===== src/rtl/noc_data_collector.sv =====
// Per-node FIFO buffering of NoC output words, merged into one node-tagged stream
// by a round-robin arbiter feeding a valid/ready output register.
module noc_data_collector #(
    parameter int DATA_W       = 8,
    parameter int NODE_PER_ROW = 4,
    parameter int NODE_PER_COL = 4,
    parameter int FIFO_DEPTH   = 4,
    localparam int N           = NODE_PER_ROW * NODE_PER_COL,
    localparam int ID_W        = (N > 1) ? $clog2(N) : 1,
    localparam int CNT_W       = $clog2(FIFO_DEPTH) + 1
) (
    input  logic                  clk,
    input  logic                  rst_n,
    input  logic [N-1:0]          valid_i,
    input  logic [N*DATA_W-1:0]   data_i,
    input  logic [N-1:0]          off_sigs_i,
    output logic [N-1:0]          almost_full_o,
    output logic [N-1:0]          overflow_o,
    output logic                  out_valid,
    input  logic                  out_ready,
    output logic [DATA_W-1:0]     out_data,
    output logic [ID_W-1:0]       out_node_id
);

    localparam int PTR_W = $clog2(FIFO_DEPTH);
    localparam logic [CNT_W-1:0] FULL_LVL = CNT_W'(FIFO_DEPTH);
    localparam logic [CNT_W-1:0] AF_LVL   = CNT_W'(FIFO_DEPTH - 1);
    localparam logic [CNT_W-1:0] CNT_ONE  = CNT_W'(1);
    localparam logic [PTR_W-1:0] PTR_ONE  = PTR_W'(1);
    localparam logic [ID_W-1:0]  ID_ONE   = ID_W'(1);
    localparam logic [ID_W-1:0]  ID_LAST  = ID_W'(N - 1);

    logic [DATA_W-1:0] mem    [N][FIFO_DEPTH];
    logic [PTR_W-1:0]  wr_ptr [N];
    logic [PTR_W-1:0]  rd_ptr [N];
    logic [CNT_W-1:0]  count  [N];

    logic [N-1:0]      eligible;
    logic [N-1:0]      push;
    logic [N-1:0]      pop;
    logic [N-1:0]      drop;
    logic [ID_W-1:0]   rr;
    logic [ID_W-1:0]   grant;
    logic              found;
    logic              load_en;
    logic [DATA_W-1:0] head_data;

    function automatic logic [ID_W-1:0] wrap_add(input logic [ID_W-1:0] base, input int off);
        int s;
        s = int'(base) + off;
        if (s >= N) s = s - N;
        return ID_W'(s);
    endfunction

    always_comb begin
        for (int k = 0; k < N; k++) begin
            eligible[k]      = (count[k] != '0) && !off_sigs_i[k];
            almost_full_o[k] = (count[k] >= AF_LVL);
        end
    end

    // First eligible node at or after the rr pointer wins.
    always_comb begin
        grant = '0;
        found = 1'b0;
        for (int i = 0; i < N; i++) begin
            if (!found && eligible[wrap_add(rr, i)]) begin
                grant = wrap_add(rr, i);
                found = 1'b1;
            end
        end
    end

    assign load_en   = (!out_valid || out_ready) && found;
    assign head_data = mem[grant][rd_ptr[grant]];

    // A full FIFO still accepts a push when it is popped in the same cycle.
    always_comb begin
        for (int k = 0; k < N; k++) begin
            pop[k]  = load_en && (grant == ID_W'(k));
            push[k] = valid_i[k] && ((count[k] != FULL_LVL) || pop[k]);
            drop[k] = valid_i[k] && (count[k] == FULL_LVL) && !pop[k];
        end
    end

    always_ff @(posedge clk) begin
        for (int k = 0; k < N; k++) begin
            if (push[k]) mem[k][wr_ptr[k]] <= data_i[k*DATA_W +: DATA_W];
        end
    end

    always_ff @(posedge clk or negedge rst_n) begin
        if (!rst_n) begin
            for (int k = 0; k < N; k++) begin
                wr_ptr[k] <= '0;
                rd_ptr[k] <= '0;
                count[k]  <= '0;
            end
            overflow_o <= '0;
        end else begin
            for (int k = 0; k < N; k++) begin
                if (push[k]) wr_ptr[k] <= wr_ptr[k] + PTR_ONE;
                if (pop[k])  rd_ptr[k] <= rd_ptr[k] + PTR_ONE;
                if (push[k] && !pop[k])      count[k] <= count[k] + CNT_ONE;
                else if (!push[k] && pop[k]) count[k] <= count[k] - CNT_ONE;
                if (drop[k]) overflow_o[k] <= 1'b1;
            end
        end
    end

    // Output register stage: load on grant, otherwise hold or retire.
    always_ff @(posedge clk or negedge rst_n) begin
        if (!rst_n) begin
            rr          <= '0;
            out_valid   <= 1'b0;
            out_data    <= '0;
            out_node_id <= '0;
        end else if (load_en) begin
            rr          <= (grant == ID_LAST) ? '0 : grant + ID_ONE;
            out_valid   <= 1'b1;
            out_data    <= head_data;
            out_node_id <= grant;
        end else if (out_valid && out_ready) begin
            out_valid   <= 1'b0;
        end
    end

endmodule

===== config.mk =====
export PLATFORM = sky130hd
export DESIGN_NAME = noc_data_collector
export DESIGN_NICKNAME = d
export VERILOG_FILES = /design/src/rtl/noc_data_collector.sv
export SDC_FILE = /design/constraint.sdc
export NUM_CORES = 1
export LEC_CHECK = 0
export ABC_CLOCK_PERIOD_IN_PS = 9350
export CORE_UTILIZATION = 64
export DETAILED_ROUTE_END_ITERATION = 12
export DONT_BUFFER_PORTS = 1
export PLACE_DENSITY = 0.8
export SLEW_MARGIN = 25
export SYNTH_ARGS = -nofsm -noshare
export SYNTH_HDL_FRONTEND = slang
export SYNTH_SLANG_ARGS = --single-unit

===== constraint.sdc =====
create_clock -name clk -period 9.35 [get_ports clk]
set_clock_uncertainty 0.05 [all_clocks]
set_input_delay 0.935 -clock clk [delete_from_list [all_inputs] [get_ports clk]]
set_output_delay 0.935 -clock clk [all_outputs]
set_load 0.03 [all_outputs]

# Word-level counts from Yosys, hierarchy flattened
# Memory sizes are Yosys's and may differ from the RTL's.
# Cells that the tools add are included.
# Widths: inputs -> output; s select.
# classes
mux	185
div	0
eq_ne	47
n_bitwise	18
n_mul	0
n_reduce_logical	260
n_addsub	96
shift	0
magnitude_cmp	82
# ops
operator	count
$mux 32	16
$demux 8 s2	16
$logic_and 1x1->1	145
$mux 8	18
$mux 4	33
$mux 3	32
$ge 5x5->1 const B	16
$lt 4x5->1 const B	16
$add 2x1->2 const B	32
$bmux 1 s4	16
$logic_not 1->1	64
$sub 4x1->4 const B	16
$ge 3x3->1 const B	17
$not 2->3	17
$mux 1	50
$add 3x1->3 const B	16
$eq 3x3->1 const B	16
$ge 3x2->1 const B	16
$lt 3x1->1 const B	16
$ne 3x3->1 const B	16
$reduce_bool 3->1	16
$sub 3x1->3 const B	16
$add 4x4->5 const B	8
$reduce_bool 2->1	17
other kinds (15)	47
# totals
romBits	0
register_bits	145
mem_bits_rw	512
latch_bits	0
memories	1
out_inout_bits	45
inputBits	163
# mem_list
memory	words	word_bits	read_ports	rd_clocked_by_memory_dff	wr	line_no	text
mem	16	32	1	0	16	33	logic [DATA_W-1:0] mem [N][FIFO_DEPTH];

# Longest topological paths before layout
# Gate-level depths: netlist of the first run.
# logic_depth
ltp_word	58
mapped_depth	32
depth_no_buf	24

# Worst setup path after synthesis of the first run
# Ideal clock, no wire load.
# synth_path
path_kind	reg2reg
startpoint	reg rr[0]
endpoint	reg count[2] (netlist name)
setup_ns	0.079
path_buffers	8
stages_incl_launch_ff	31
arrival_time_ns	6.601
synth_period_minus_slack_ns	6.730
slack_ns	2.620
cell_sequence	dfrtp_1 -> buf_2 -> inv_2 -> buf_2 -> buf_2 -> ha_1 -> inv_1 -> buf_2 -> o32ai_1 -> o32a_1 -> and3_1 -> a2111oi_4 -> o2111ai_4 -> nor3_2 -> nand3_1 -> a32oi_2 -> and2_1 -> buf_4 -> buf_2 -> buf_2 -> ha_1 -> nand2_1 -> or3_1 -> clkbuf_1 -> a31oi_4 -> ha_1 -> inv_1 -> fa_1 -> xor2_1 -> nor2_1 -> xor2_1
# synth_via
elab_chain_len	57
elab_cells_between_ends	168
# synth_lines
item	line_no	text
start: declaration	42	logic [ID_W-1:0] rr;
start signal: assignment	119	rr <= (grant == ID_LAST) ? '0 : grant + ID_ONE;
parallel branches: the longest is 49 deep, another holds $add 4x1->5	-	
$mux 4 *	67	if (!found && eligible[wrap_add(rr, i)]) begin
via grant[0]	43	logic [ID_W-1:0] grant;
$eq 4x4->1 *	80	pop[k] = load_en && (grant == ID_W'(k));
$logic_and 1x1->1 *	80	
$logic_or 1x1->1 *	81	push[k] = valid_i[k] && ((count[k] != FULL_LVL) || pop[k]);
$logic_and 1x1->1 *	81	
via push[15]	39	logic [N-1:0] push;
$logic_not 1->1	105	else if (!push[k] && pop[k]) count[k] <= count[k] - CNT_ONE;
$logic_and 1x1->1	105	
$reduce_bool 2->1 (no line)	-	
end signal: indexed assignment	104	if (push[k] && !pop[k]) count[k] <= count[k] + CNT_ONE;
end signal: indexed assignment	105	
end: declaration	36	logic [CNT_W-1:0] count [N];
# Mark *: on every way through the listed nets, which the timed path passes. The select of a mux whose other input is x is not followed.
# A chain may end at the register's enable or synchronous reset.

# Final worst setup path of the first run
# layout_path
startpoint	reg rr[1]
endpoint	reg count[47] (netlist name)
# layout_via
elab_chain_len	57
elab_cells_between_ends	168
# layout_lines
item	line_no
parallel branches: the longest is 51 deep, another holds $add 4x1->5	-
$logic_and 1x1->1 *	80
$logic_or 1x1->1 *	81
$logic_and 1x1->1 *	81
via push[0]	39
$logic_not 1->1	105
$logic_and 1x1->1	105
$reduce_bool 2->1 (no line)	-
# Marks and branches as above.

==> impl_results.md, run 1 <==
* Synth-to-layout area growth at 7.54%
* Clk_lat worst skew at 610 ps
* Pin count of the biggest net entering global routing at approximately 170
* Worst Path Required at 9810 ps
* Die width at 225 microns
* Minimum clock period after layout at 7850 ps
* Placeable Area at 49,000 sq um
* Layout cell share with drive strength beyond 1 at under 10%
* Final Setup Violations at 0
* Cells on worst reg2reg path at 24
* Crit-path max FO at 27
* Setup_tns at 0 ps
* Drt wl/cell at around 27 microns
* GPL Wtd Cong at 0.945
* Yosys top cell area share at between 40% and 50%
* Vert. Die Dim at 225 microns
* Slew HR at 34.2%
* WL final at 88.3 mm
* Top cells by count, synth: edfxtp_1 (512), nand2_1 (412), nand3_1 (203)
* Vias at 21,700
* Yosys reg bits at about 660
* M1 wire length at 33.2 mm
* DR WL met3 at 10.7 mm
* Cell accounting for the most synthesized area: edfxtp_1
* Final Hold Violating Endpoints at 0
* Seq/Total Area, Yosys at 59.9%
* Starting density of the core at 64.9%
* Worst Setup Path Type: reg -> reg
* Outcome: finished, final reports clean
* Postcts setup bufs at 0
* Max-slew violation count at 0
* Rows at 81
* Hold buffers post-CTS at 2
* Setup crit end kind: flop
* Vias per cell at approximately 6.7
* Synthesized cell area at between 30,000 and 40,000 sq um
* Clk slew on worst S/H paths at approximately 70 ps
* Root Buffer: clkbuf_16
* Clock sink count at approximately 660
* R2R Setup Slk at about 1500 ps
* Fillers at between 3,000 and 4,000
* RR Endpoint: count[47]$_DFFE_PN0P_
* Dominant cells by area after synthesis: edfxtp_1 (48%), dfrtp_1 (11%), nand2_1 (4.9%), ha_1 (3.6%), nand3_1 (3.2%)
* Uppermost layer routed: met4
* DR WL met2 at 40.6 mm
* Count leader, synth: edfxtp_1
* FFs w/ async S/R, synth at 22.1%
* Post-route cell area at 34,100 sq um
* Slew @ Worst Pin at 980 ps
* Yosys Warn Count at 0
* Max Root-Sink Buffers at 3
* EDFF count, synth at 512
* Cells after Synth at 2,578
* Initial antenna violation count at 1
* Fin nets at 2,797
* CTS Buf Count at 66
* HP Class: in -> async
* Reg2Reg Launch Point: rr[1]$_DFFE_PN0P_
* Syn nets at 2,848
* Ports at 208
* Number of port buffers at 0
* Fin crit share at approximately 84%
* Grt total ovfl at 0
* Post_cts resized at 0
* Post-place instance area at between 30,000 and 40,000 sq um
* Library cells used by synthesis at 90
* Initial DRC Count at 3,208
* Nature of the critical path startpoint: flop
* Post-route ant nets at 0
* TritonCTS clock tree: done
* DR pass1 iterations at 6
* Post-detail-place hpwl at 61.4 mm
* H-tree Lvls at 3
* Max-cap violations at 0
* F_max at 127 MHz
* Top_reg_cell synth: edfxtp_1
* Syn_area_per_cell at 12.3 sq um
* Total GRT Usage at 35.3%
* RSZ-0062 raised after global routing: no
* Arrival time at the worst endpoint at 8310 ps
* Die ar. at a little over 50,000 sq um
* Global-route wire length before repair at between 100 and 150 mm
* Residual DRC at 0
* Vias in the first global route at roughly 21,000
[per-stage QoR]
step / util [%] / hold WS, ps / setup WS [ps] / cells
floorplan: - / 391 / 2620 / 2578
global placement: 65.4 / 404 / 1880 / 3121
global route: 69.7 / 139 / 1160 / 3241
detailed placement: 65.4 / 407 / 1570 / 3121
finish: 69.7 / 132 / 1500 / 3243
CTS: 69.7 / 126 / 1490 / 3241
[cell families after synthesis]
group | after synthesis | share of synthesized area [%]
and+or+nand+nor | 906 | 13.4
adders and majority gates | 107 | 4.60
buffers and inverters | 234 | 3.52
AOI/OAI and AO/OA | 437 | 10.8
xor gates and xnor gates | 111 | 3.11
DFF | 657 | 59.9
muxes | 126 | 4.72
[critical path, cell delays in order (launching register included)]
cell and delay (ps):
dfrtp_1 380, inv_2 260, ha_1 650, inv_1 620
o32ai_1 240, o32a_1 420, and3_1 240, a2111oi_4 510
o2111ai_4 280, a2111oi_0 700, a21oi_1 80, a21o_1 200
a311oi_2 310, buf_4 250, or3b_2 760, nor2_1 190
buf_4 150, o21ai_1 150, inv_1 190, ha_1 220
inv_1 60, fa_1 370, xor2_1 160, nor2_1 120
xor2_1 160
[routing by layer]
metal	global-route usage, %	up-vias
met3	9.30	226
met1	47.6	10700
li1	-	9356
met5	0	-
met2	54.5	1427
met4	15.1	0
[sequential cells by signal (all words and copies together) (netlist names)]
| register | cells |
|---|---|
| count | 48 |
| rd_ptr | 32 |
| wr_ptr | 32 |
| out_data | 8 |
| out_valid | 1 |
| out_node_id | 4 |
| mem | 512 |
| overflow_o | 16 |
| rr | 4 |
[worst max path at each step]
stage,from,endpoint,slack [ps]
2_1_floorplan,rr[0]$_DFFE_PN0P_,count[2]$_DFFE_PN0P_,2620
3_3_place_gp,rr[1]$_DFFE_PN0P_,count[46]$_DFFE_PN0P_,1880
3_5_place_dp,rr[1]$_DFFE_PN0P_,count[47]$_DFFE_PN0P_,1570
4_1_cts,rr[1]$_DFFE_PN0P_,count[47]$_DFFE_PN0P_,1490
5_1_grt,rr[1]$_DFFE_PN0P_,count[47]$_DFFE_PN0P_,1160
6_report,rr[1]$_DFFE_PN0P_,count[47]$_DFFE_PN0P_,1500
[cells in the final DEF (no fill, tap or decap), types with 11 or more instances in the layout]
cell       count
edfxtp_1     512
nand2_1      412
nand3_1      203
dfrtp_1      145
a21oi_1      129
ha_1          91
inv_1         86
mux2i_1       81
nor2_1        74
a221o_1       68
clkbuf_16     67
and2_1        65
xnor2_1       56
xor2_1        52
o21ai_0       28
or2_2         26
mux2_2        25
nor3_1        25
a21o_1        23
nor4_1        22
nand2b_1      21
clkbuf_1      21
o221ai_1      16
mux4_2        16
a41o_1        16
fa_1          16
o32ai_1       14
buf_4         13
nor3_2        12
clkinv_2      12
o22ai_1       11
o32a_1        11
and3_1        11
[area by class of cell]
cell class                      instances  area (sq um)  area share (%)
Tap cell                              664           831            2.43
Clock inverter                         29           283           0.828
Antenna cell                            2          5.00          0.0147
Timing Repair Buffer                   19           225           0.660
Sequential cell                       657         19000            55.7
Clock buffer                           89          1770            5.18
Inverter                               96           370            1.08
Multi-Input combinational cell       1687         11700            34.1
Power of run 1 is left out: the tool's default activity adds up to more than one toggle a clock period on the data nets, which glitch-free logic cannot reach.
==> run 2, diff against run 1 <==
--- a/config.mk
+++ b/config.mk
@@ -5,7 +5,7 @@
 export SDC_FILE = /design/constraint.sdc
 export NUM_CORES = 1
 export LEC_CHECK = 0
-export ABC_CLOCK_PERIOD_IN_PS = 9350
+export ABC_CLOCK_PERIOD_IN_PS = 7900
 export CORE_UTILIZATION = 64
 export DETAILED_ROUTE_END_ITERATION = 12
 export DONT_BUFFER_PORTS = 1
==> constraint.sdc (replaced) <==
create_clock -name clk -period 7.9 [get_ports clk]
set_clock_uncertainty 0.05 [all_clocks]
set_input_delay 0.79 -clock clk [delete_from_list [all_inputs] [get_ports clk]]
set_output_delay 0.79 -clock clk [all_outputs]
set_load 0.03 [all_outputs]
==> impl_results.md, run 2 (synthesis results as in run 1) <==
* TritonCTS clock tree: done
* Initial antenna violation count at 6
* CP Cell Sequence: buf_4 > ha_1 > nand2_1 > xnor2_1 > mux4_2 > o21ai_2 > a2111oi_4 > o2111ai_4 > nor2_1 > a211oi_1 > o221ai_2 > and2_2 > inv_6 > ha_1 > nand2_1 > or3_1 > a31oi_4 > ha_1 > inv_1 > fa_1 > xor2_1 > nor2_1 > xor2_1
* Post_cts resized at 0
* Worst Setup Path Type: reg -> reg
* Slew @ Worst Pin at ~1000 ps
* Minimum clock period after layout at 7550 ps
* Hold buffers post-CTS at 1
* Nature of the critical path startpoint: flop
* Grt total ovfl at 0
* CP peak stage delay at 560 ps
* Post-detail-place hpwl at 60.6 mm
* Initial DRC Count at 2,995
* Layout cell share with drive strength beyond 1 at under 10%
* Drt wl/cell at 27.1 microns
* Ports at 208
* Global-route wire length before repair at 130 mm
* Total GRT Usage at around a third
* Synth-to-layout area growth at 8.20%
* Arrival time at the worst endpoint at 8020 ps
* Clk_lat worst skew at a little over 600 ps
* H-tree Lvls at 3
* GPL Wtd Cong at 1.03
* Final Setup Violations at 0
* Worst Hold Slack at roughly 68 ps
* RSZ-0062 raised after global routing: no
* Outcome: finished, final reports clean
* Crit-path max FO at 59
* WL final at ~88 mm
* Fillers at 3,261
* Clk slew on worst S/H paths at ~60 ps
* Worst Path Required at approximately 8400 ps
* Post-route ant nets at 0
* Final Hold Violating Endpoints at 0
* Vias at 21,800
* Vert. Die Dim at 225 microns
* Die width at 225 microns
* Commonest non-fill, non-tap cell in the layout: edfxtp_1
* Clock sink count at 657
* CP max-delay cell: dfrtp_1
* HP Class: in -> async
* Vias in the first global route at 21,300
* Max-cap violations at 0
* Number of port buffers at 0
* Max Root-Sink Buffers at 3
* Root Buffer: clkbuf_16
* Max-slew violation count at 0
* Pin count of the biggest net entering global routing at between 150 and 200
* DR pass1 iterations at 8
* Setup_tns at 0 ps
* F_max at 132 MHz
* Max reg flops at 512
* Placeable Area at a little under 50,000 sq um
* Rows at 81
* Slew HR at 30.5%
* Vias per cell at ~6.7
* Fin crit share at a little over nine tenths
* Most frequent cells in the layout: edfxtp_1 (512), nand2_1 (412), nand3_1 (203), dfrtp_1 (145), a21oi_1 (129)
* Setup crit end kind: flop
* Residual DRC at 0
* Fin nets at 2,807
* CP most frequent cell: ha_1
* Die ar. at ~50,000 sq um
* Starting density of the core at 64.9%
* CTS Buf Count at 67
* Postcts setup bufs at 0
run 2: changes by cell type in the layout (fill, tap and decap cells not counted), moves of 2 or more:
| cell | change |
|---|---|
| clkinv_4 | -2 |
| buf_12 | -4 |
| clkbuf_16 | +3 |
| bufinv_16 | +5 |
| clkinv_1 | +3 |
| clkbuf_1 | -8 |
| buf_4 | +13 |
run 2: worst max-delay path: cells and delay by family, from the launching register on:
family / cells / cell delay [ps]
AOI/OAI and AO/OA: 6 / 2060
adders and majority gates: 4 / 1370
xor gates and xnor gates: 3 / 850
and+or+nand+nor: 6 / 1360
buffers and inverters: 3 / 760
muxes: 1 / 420
DFF: 1 / 560
run 2: path summary, 6_finish.rpt:
check                                            start  cells past startpoint  slack, ps                endpoint
worst max-delay path                 rr[2]$_DFFE_PN0P_                     23        350   count[11]$_DFFE_PN0P_
worst min-delay path                             rst_n                      1         70    count[4]$_DFFE_PN0P_
worst max register to register       rr[2]$_DFFE_PN0P_                     23        350   count[11]$_DFFE_PN0P_
worst min register to register  rd_ptr[17]$_DFFE_PN0N_                      1        420  rd_ptr[17]$_DFFE_PN0N_
max in group asynchronous                        rst_n                      1       7000   count[37]$_DFFE_PN0P_
min in group clk                            data_i[91]                      0        210    mem[11][3]$_DFFE_PP_
run 2: area by class of cell:
class	instances	area (sq um)	area share, %
sequential	657	19000	55.3
multi-input combinational	1687	11600	33.9
clock buffer	85	1830	5.32
tap	664	831	2.42
clock inverter	35	432	1.26
inverter	96	370	1.08
timing repair buffer	28	243	0.707
antenna	1	2.50	0.00728
run 2: metal layers:
layer / wire, microns / track usage (%) / vias up / part of all wire, %
met5: 34 / 0 / - / 0.039
met1: 32200 / 45.6 / 10700 / 37
met3: 10300 / 9.82 / 275 / 12
met4: 4480 / 17.2 / 4 / 5.1
li1: - / - / 9394 / -
met2: 41000 / 54.4 / 1426 / 47
run 2: metrics by stage:
stage | std cells | worst slack, ps | cell area, sq um | utilization (%)
5_1_grt | 3252 | 186 | 34300 | 70.2
3_5_place_dp | 3131 | 645 | 32100 | 65.5
6_report | 3253 | 350 | 34400 | 70.2
3_3_place_gp | 3131 | 863 | 32100 | 65.5
4_1_cts | 3252 | 601 | 34300 | 70.2
2_1_floorplan | 2578 | 1170 | 31700 | -
Power of run 2 is left out for the same reason.
==> variant 1: new RTL, settings of run 1 <==
`NODE_PER_COL`: 4 -> 2.
--- a/src/rtl/noc_data_collector.sv
+++ b/src/rtl/noc_data_collector.sv
@@ -3,7 +3,7 @@
 module noc_data_collector #(
     parameter int DATA_W       = 8,
     parameter int NODE_PER_ROW = 4,
-    parameter int NODE_PER_COL = 4,
+    parameter int NODE_PER_COL = 2,
     parameter int FIFO_DEPTH   = 4,
     localparam int N           = NODE_PER_ROW * NODE_PER_COL,
     localparam int ID_W        = (N > 1) ? $clog2(N) : 1,
Interface: changed (6 resized); port bits go from 208 to 111. No check against the original RTL was run, so the function may have changed too.
==> variant 1 against run 1 <==
First-iteration DRC count fell by 68%; worst setup slack better by 1.6 ns; routed wire length down 58%; critical path depth is 5 lower; final area fell by 50%; non-clock buffer count fell by 9; cell count decreased by 56%; sequential cell count decreased by 322; sequential share of layout area increased by 0.39 points; largest cell class unchanged; area after synthesis shrank 50%; critical path type unchanged.
Power is not shown: default switching activity piles up to over one toggle a cycle in this logic, so the estimate is an artifact.
==> variant 1: results <==
{
  "status": "complete, no violations",
  "cts_root_buffer": "clkbuf_16",
  "synth_cell_types": 82,
  "post_cts_buffers": 0,
  "clk_pin_slew_ns": 0.06,
  "path_max_fanout": 24,
  "numCtsBuffers": 34,
  "use_met1_pct": 40.7,
  "h-tree-depth": 2,
  "use_met3_pct": 7.89,
  "drt_wl_total_um": 36700,
  "worstSetupStartpointType": "flop",
  "critPathSlowestCell": "ha_1",
  "first_pass_iters": 5,
  "dp_hpwl_um": 26000,
  "nFillCells": 1599,
  "hp-class": "input port to asynchronous set/reset pin",
  "synth-seq-area-share_pct": 61.0,
  "antenna_found_initial": 0,
  "ctsResizeCount": 0,
  "antennaDiodeCount": 0,
  "slowest_delay_ns": 0.72,
  "grt_max_degree": 80,
  "ys_async_sr_fraction_pct": 23.6,
  "grt_util_all_layers_pct": 29.5,
  "drt_iter0_markers": 1012,
  "cp.arrival_ns": 6.64,
  "grtUsageMet2_pct": 46.7,
  "cp_top_family": "compound AO/OA/AOI/OAI gates",
  "vias": 9478,
  "r2r_start": "rr[0]",
  "insertion_delay_ns": 0.52,
  "ys.flop_type": "edfxtp_1",
  "synthesis.nets": 1227,
  "place_ws_ns": 3.19,
  "drive_gt1_share_pct": 12.4,
  "largest_reg_flops": 256,
  "grt_pass1_wl_um": 56300,
  "synth_common_cells": "edfxtp_1, mux2i_1, dfrtp_1",
  "place.gp.congestion": 0.916,
  "clock_path_buffers": 3,
  "ys_top_cells_by_area": "edfxtp_1, dfrtp_1, mux2i_1",
  "synth_edf_count": 256,
  "finalHoldViolations": 0,
  "relSlewSlack_pct": 32.4,
  "grt_pass1_vias": 9421,
  "ys_warn_count": 0,
  "port-buffer-count": 0
}
==> variant 1: changes by cell type after synthesis, sizes merged, moves of 66 or more <==
cell / delta
nand2: -390
edfxtp: -256
nand3: -192
a21oi: -118
buf: -75
a221o: -68
dfrtp: -66
==> variant 1: per-layer routing <==
| metal | vias up | share of wire, % |
|---|---|---|
| li1 | 4207 | - |
| met1 | 4702 | 41 |
| met2 | 506 | 47 |
| met3 | 63 | 10 |
| met4 | 0 | 2.1 |
| met5 | - | 0 |
==> variant 1: path summary, 6_finish.rpt <==
kind | endpoint | slack, ns | cells after the start
worst max-delay path | count[17] | 3.09 | 19
worst min-delay path | overflow_o[1] | 0.07 | 0
worst max register to register | count[17] | 3.09 | 19
worst min register to register | rd_ptr[11] | 0.42 | 1
max in group asynchronous | wr_ptr[2] | 9.01 | 0
min in group clk | rd_ptr[11] | 0.42 | 1
==> variant 1: per-stage QoR <==
stage / std cells / cell area [um2] / util [%]
final: 1433 / 17200 / 70.9
after global placement: 1371 / 16100 / 66.1
after detailed placement: 1371 / 16100 / 66.1
after CTS: 1433 / 17200 / 70.9
after global routing: 1433 / 17200 / 70.9
after floorplan: 1089 / 15800 / -
==> variant 1: area by class of cell <==
type	count	area share, %
tap	324	2.35
sequential	335	56.1
clock inverter	21	1.48
inverter	40	0.871
clock buffer	41	5.27
multi-input combinational	662	33.5
timing repair buffer	10	0.457
==> variant 1: worst reg2reg max path, cell delays in order, from the launching register on <==
cell      delay, ns
dfrtp_1        0.32
buf_4          0.28
inv_1          0.37
ha_1           0.72
nor3b_1        0.15
a221oi_1       0.36
o21ai_0        0.19
o32ai_4        0.35
nand4b_1       0.23
o22a_1         0.31
a21oi_4        0.42
ha_1           0.30
nand3_1        0.28
a31oi_1        0.72
ha_1           0.30
inv_1          0.06
fa_1           0.38
xor2_1         0.15
nor2_1         0.11
xor2_1         0.14
==> variant 1: cells by family (layout without fill, tap and decap cells) <==
| logic type | after synthesis | in the layout | share of synthesized area [%] |
|---|---|---|---|
| XOR/XNOR | 51 | 51 | 2.87 |
| multiplexers | 168 | 168 | 11.4 |
| flip-flops | 335 | 335 | 61.0 |
| buffers and inverters | 92 | 112 | 2.64 |
| AO/OA/AOI/OAI | 182 | 182 | 9.79 |
| AND/OR/NAND/NOR | 206 | 206 | 7.55 |
| adder cells (fa/ha/maj) | 55 | 55 | 4.72 |
==> variant 2: new RTL, config.mk and constraints of run 1 <==
Made on the original files. Make the reset (`rst_n`) synchronous in 2 clocked blocks.
--- a/src/rtl/noc_data_collector.sv
+++ b/src/rtl/noc_data_collector.sv
@@ -89,7 +89,7 @@
         end
     end
 
-    always_ff @(posedge clk or negedge rst_n) begin
+    always_ff @(posedge clk) begin
         if (!rst_n) begin
             for (int k = 0; k < N; k++) begin
                 wr_ptr[k] <= '0;
@@ -109,7 +109,7 @@
     end
 
     // Output register stage: load on grant, otherwise hold or retire.
-    always_ff @(posedge clk or negedge rst_n) begin
+    always_ff @(posedge clk) begin
         if (!rst_n) begin
             rr          <= '0;
             out_valid   <= 1'b0;
Function: not settled (the Yosys comparison gave no result); the edit may change what the design does.
==> variant 2 against run 1 <==
Sequential cell count is the same; worst hold slack gained 0.23 ns; final area is 4.8% higher; worst setup slack improved by 0.64 ns; non-clock buffer count grew 19; area after synthesis is 5.0% higher; global-route usage rose by 4.0 points; routed wire length rose by 18%; core utilization decreased by 0.14 points; critical path type unchanged; largest cell class unchanged.
Power is left out: the tool's default activity adds up to more than one toggle a clock period on the data nets, which glitch-free logic cannot reach.
==> variant 2: results <==
{
  "synth_edf_count": 624,
  "place_ws_ns": 2.48,
  "ys_top_cells_by_area": "edfxtp_1, nand2_1, and4_1",
  "dp_hpwl_um": 74300,
  "first_pass_iters": 8,
  "dpl.cell_count": 3370,
  "drt_wl_total_um": 104000,
  "grt_pass1_wl_um": 152000,
  "wl_per_cell_um": 29.9,
  "synthCells": 2859,
  "numCtsBuffers": 69,
  "grt_pass1_vias": 23400,
  "placed_cell_area_um2": 33700,
  "grt_max_degree": 233,
  "synth_common_cells": "edfxtp_1, nand2_1, nand3_1",
  "grt_util_all_layers_pct": 39.3,
  "synth-seq-area-share_pct": 58.2,
  "hp-class": "input port to flop",
  "drive_gt1_share_pct": 8.11,
  "drt_iter0_markers": 3576,
  "synth_cell_types": 99,
  "ys_async_sr_fraction_pct": 0,
  "tightest_slew_ns": 1.08,
  "status": "complete, no violations",
  "critPathSlowestCell": "buf_4",
  "path_max_fanout": 91,
  "ys_warn_count": 0,
  "nets": 3018,
  "slowest_delay_ns": 0.81,
  "synthesis.nets": 3116,
  "vias": 24900
}
variant 2: path summary, 6_finish.rpt:
kind | endpoint | slack [ns] | cells past startpoint
max reg2reg | out_data[4] | 2.14 | 21
min | mem[1][4] | 0.36 | 0
max | out_data[4] | 2.14 | 21
min reg2reg | rd_ptr[6][0] | 0.55 | 1
variant 2: routing by layer:
layer	part of all wire (%)	GRT usage [%]	wire (um)
met1	37	53.2	39000
met2	46	60.3	47600
met3	13	11.3	13800
met4	3.8	15.2	4000
met5	0.011	0	12
variant 2: stage by stage:
stage                     hold WS, ns  util [%]
after detailed placement        0.542      65.5
after CTS                       0.338      69.6
after global routing            0.347      69.6
final                           0.358      69.6
after global placement          0.534      65.5
after floorplan                 0.515         -
variant 2: critical path: cells and delay by family (launching register included):
kind / cells / cell delay, ns
compound gates: 10 / 2.93
simple gates: 5 / 1.46
fa+ha+maj: 1 / 0.30
flops: 1 / 0.57
buf+inv: 5 / 1.73
variant 2: area by class of cell:
class | count | area [um2]
Sequential cell | 657 | 19400
Fill cell | 3649 | 15600
Multi-Input combinational cell | 1901 | 12700
Clock buffer | 89 | 1840
Tap cell | 680 | 851
Inverter | 94 | 357
Timing Repair Buffer | 38 | 335
Clock inverter | 33 | 273
Antenna cell | 3 | 7.51
variant 2: cell families after synthesis:
kind of cell | Yosys count | synth area share [%]
AO/OA/AOI/OAI | 568 | 12.5
XOR/XNOR | 51 | 1.52
adder cells (fa/ha/maj) | 94 | 3.87
buffers and inverters | 301 | 3.80
flip-flops | 657 | 58.2
multiplexers | 27 | 1.12
AND/OR/NAND/NOR | 1161 | 19.0
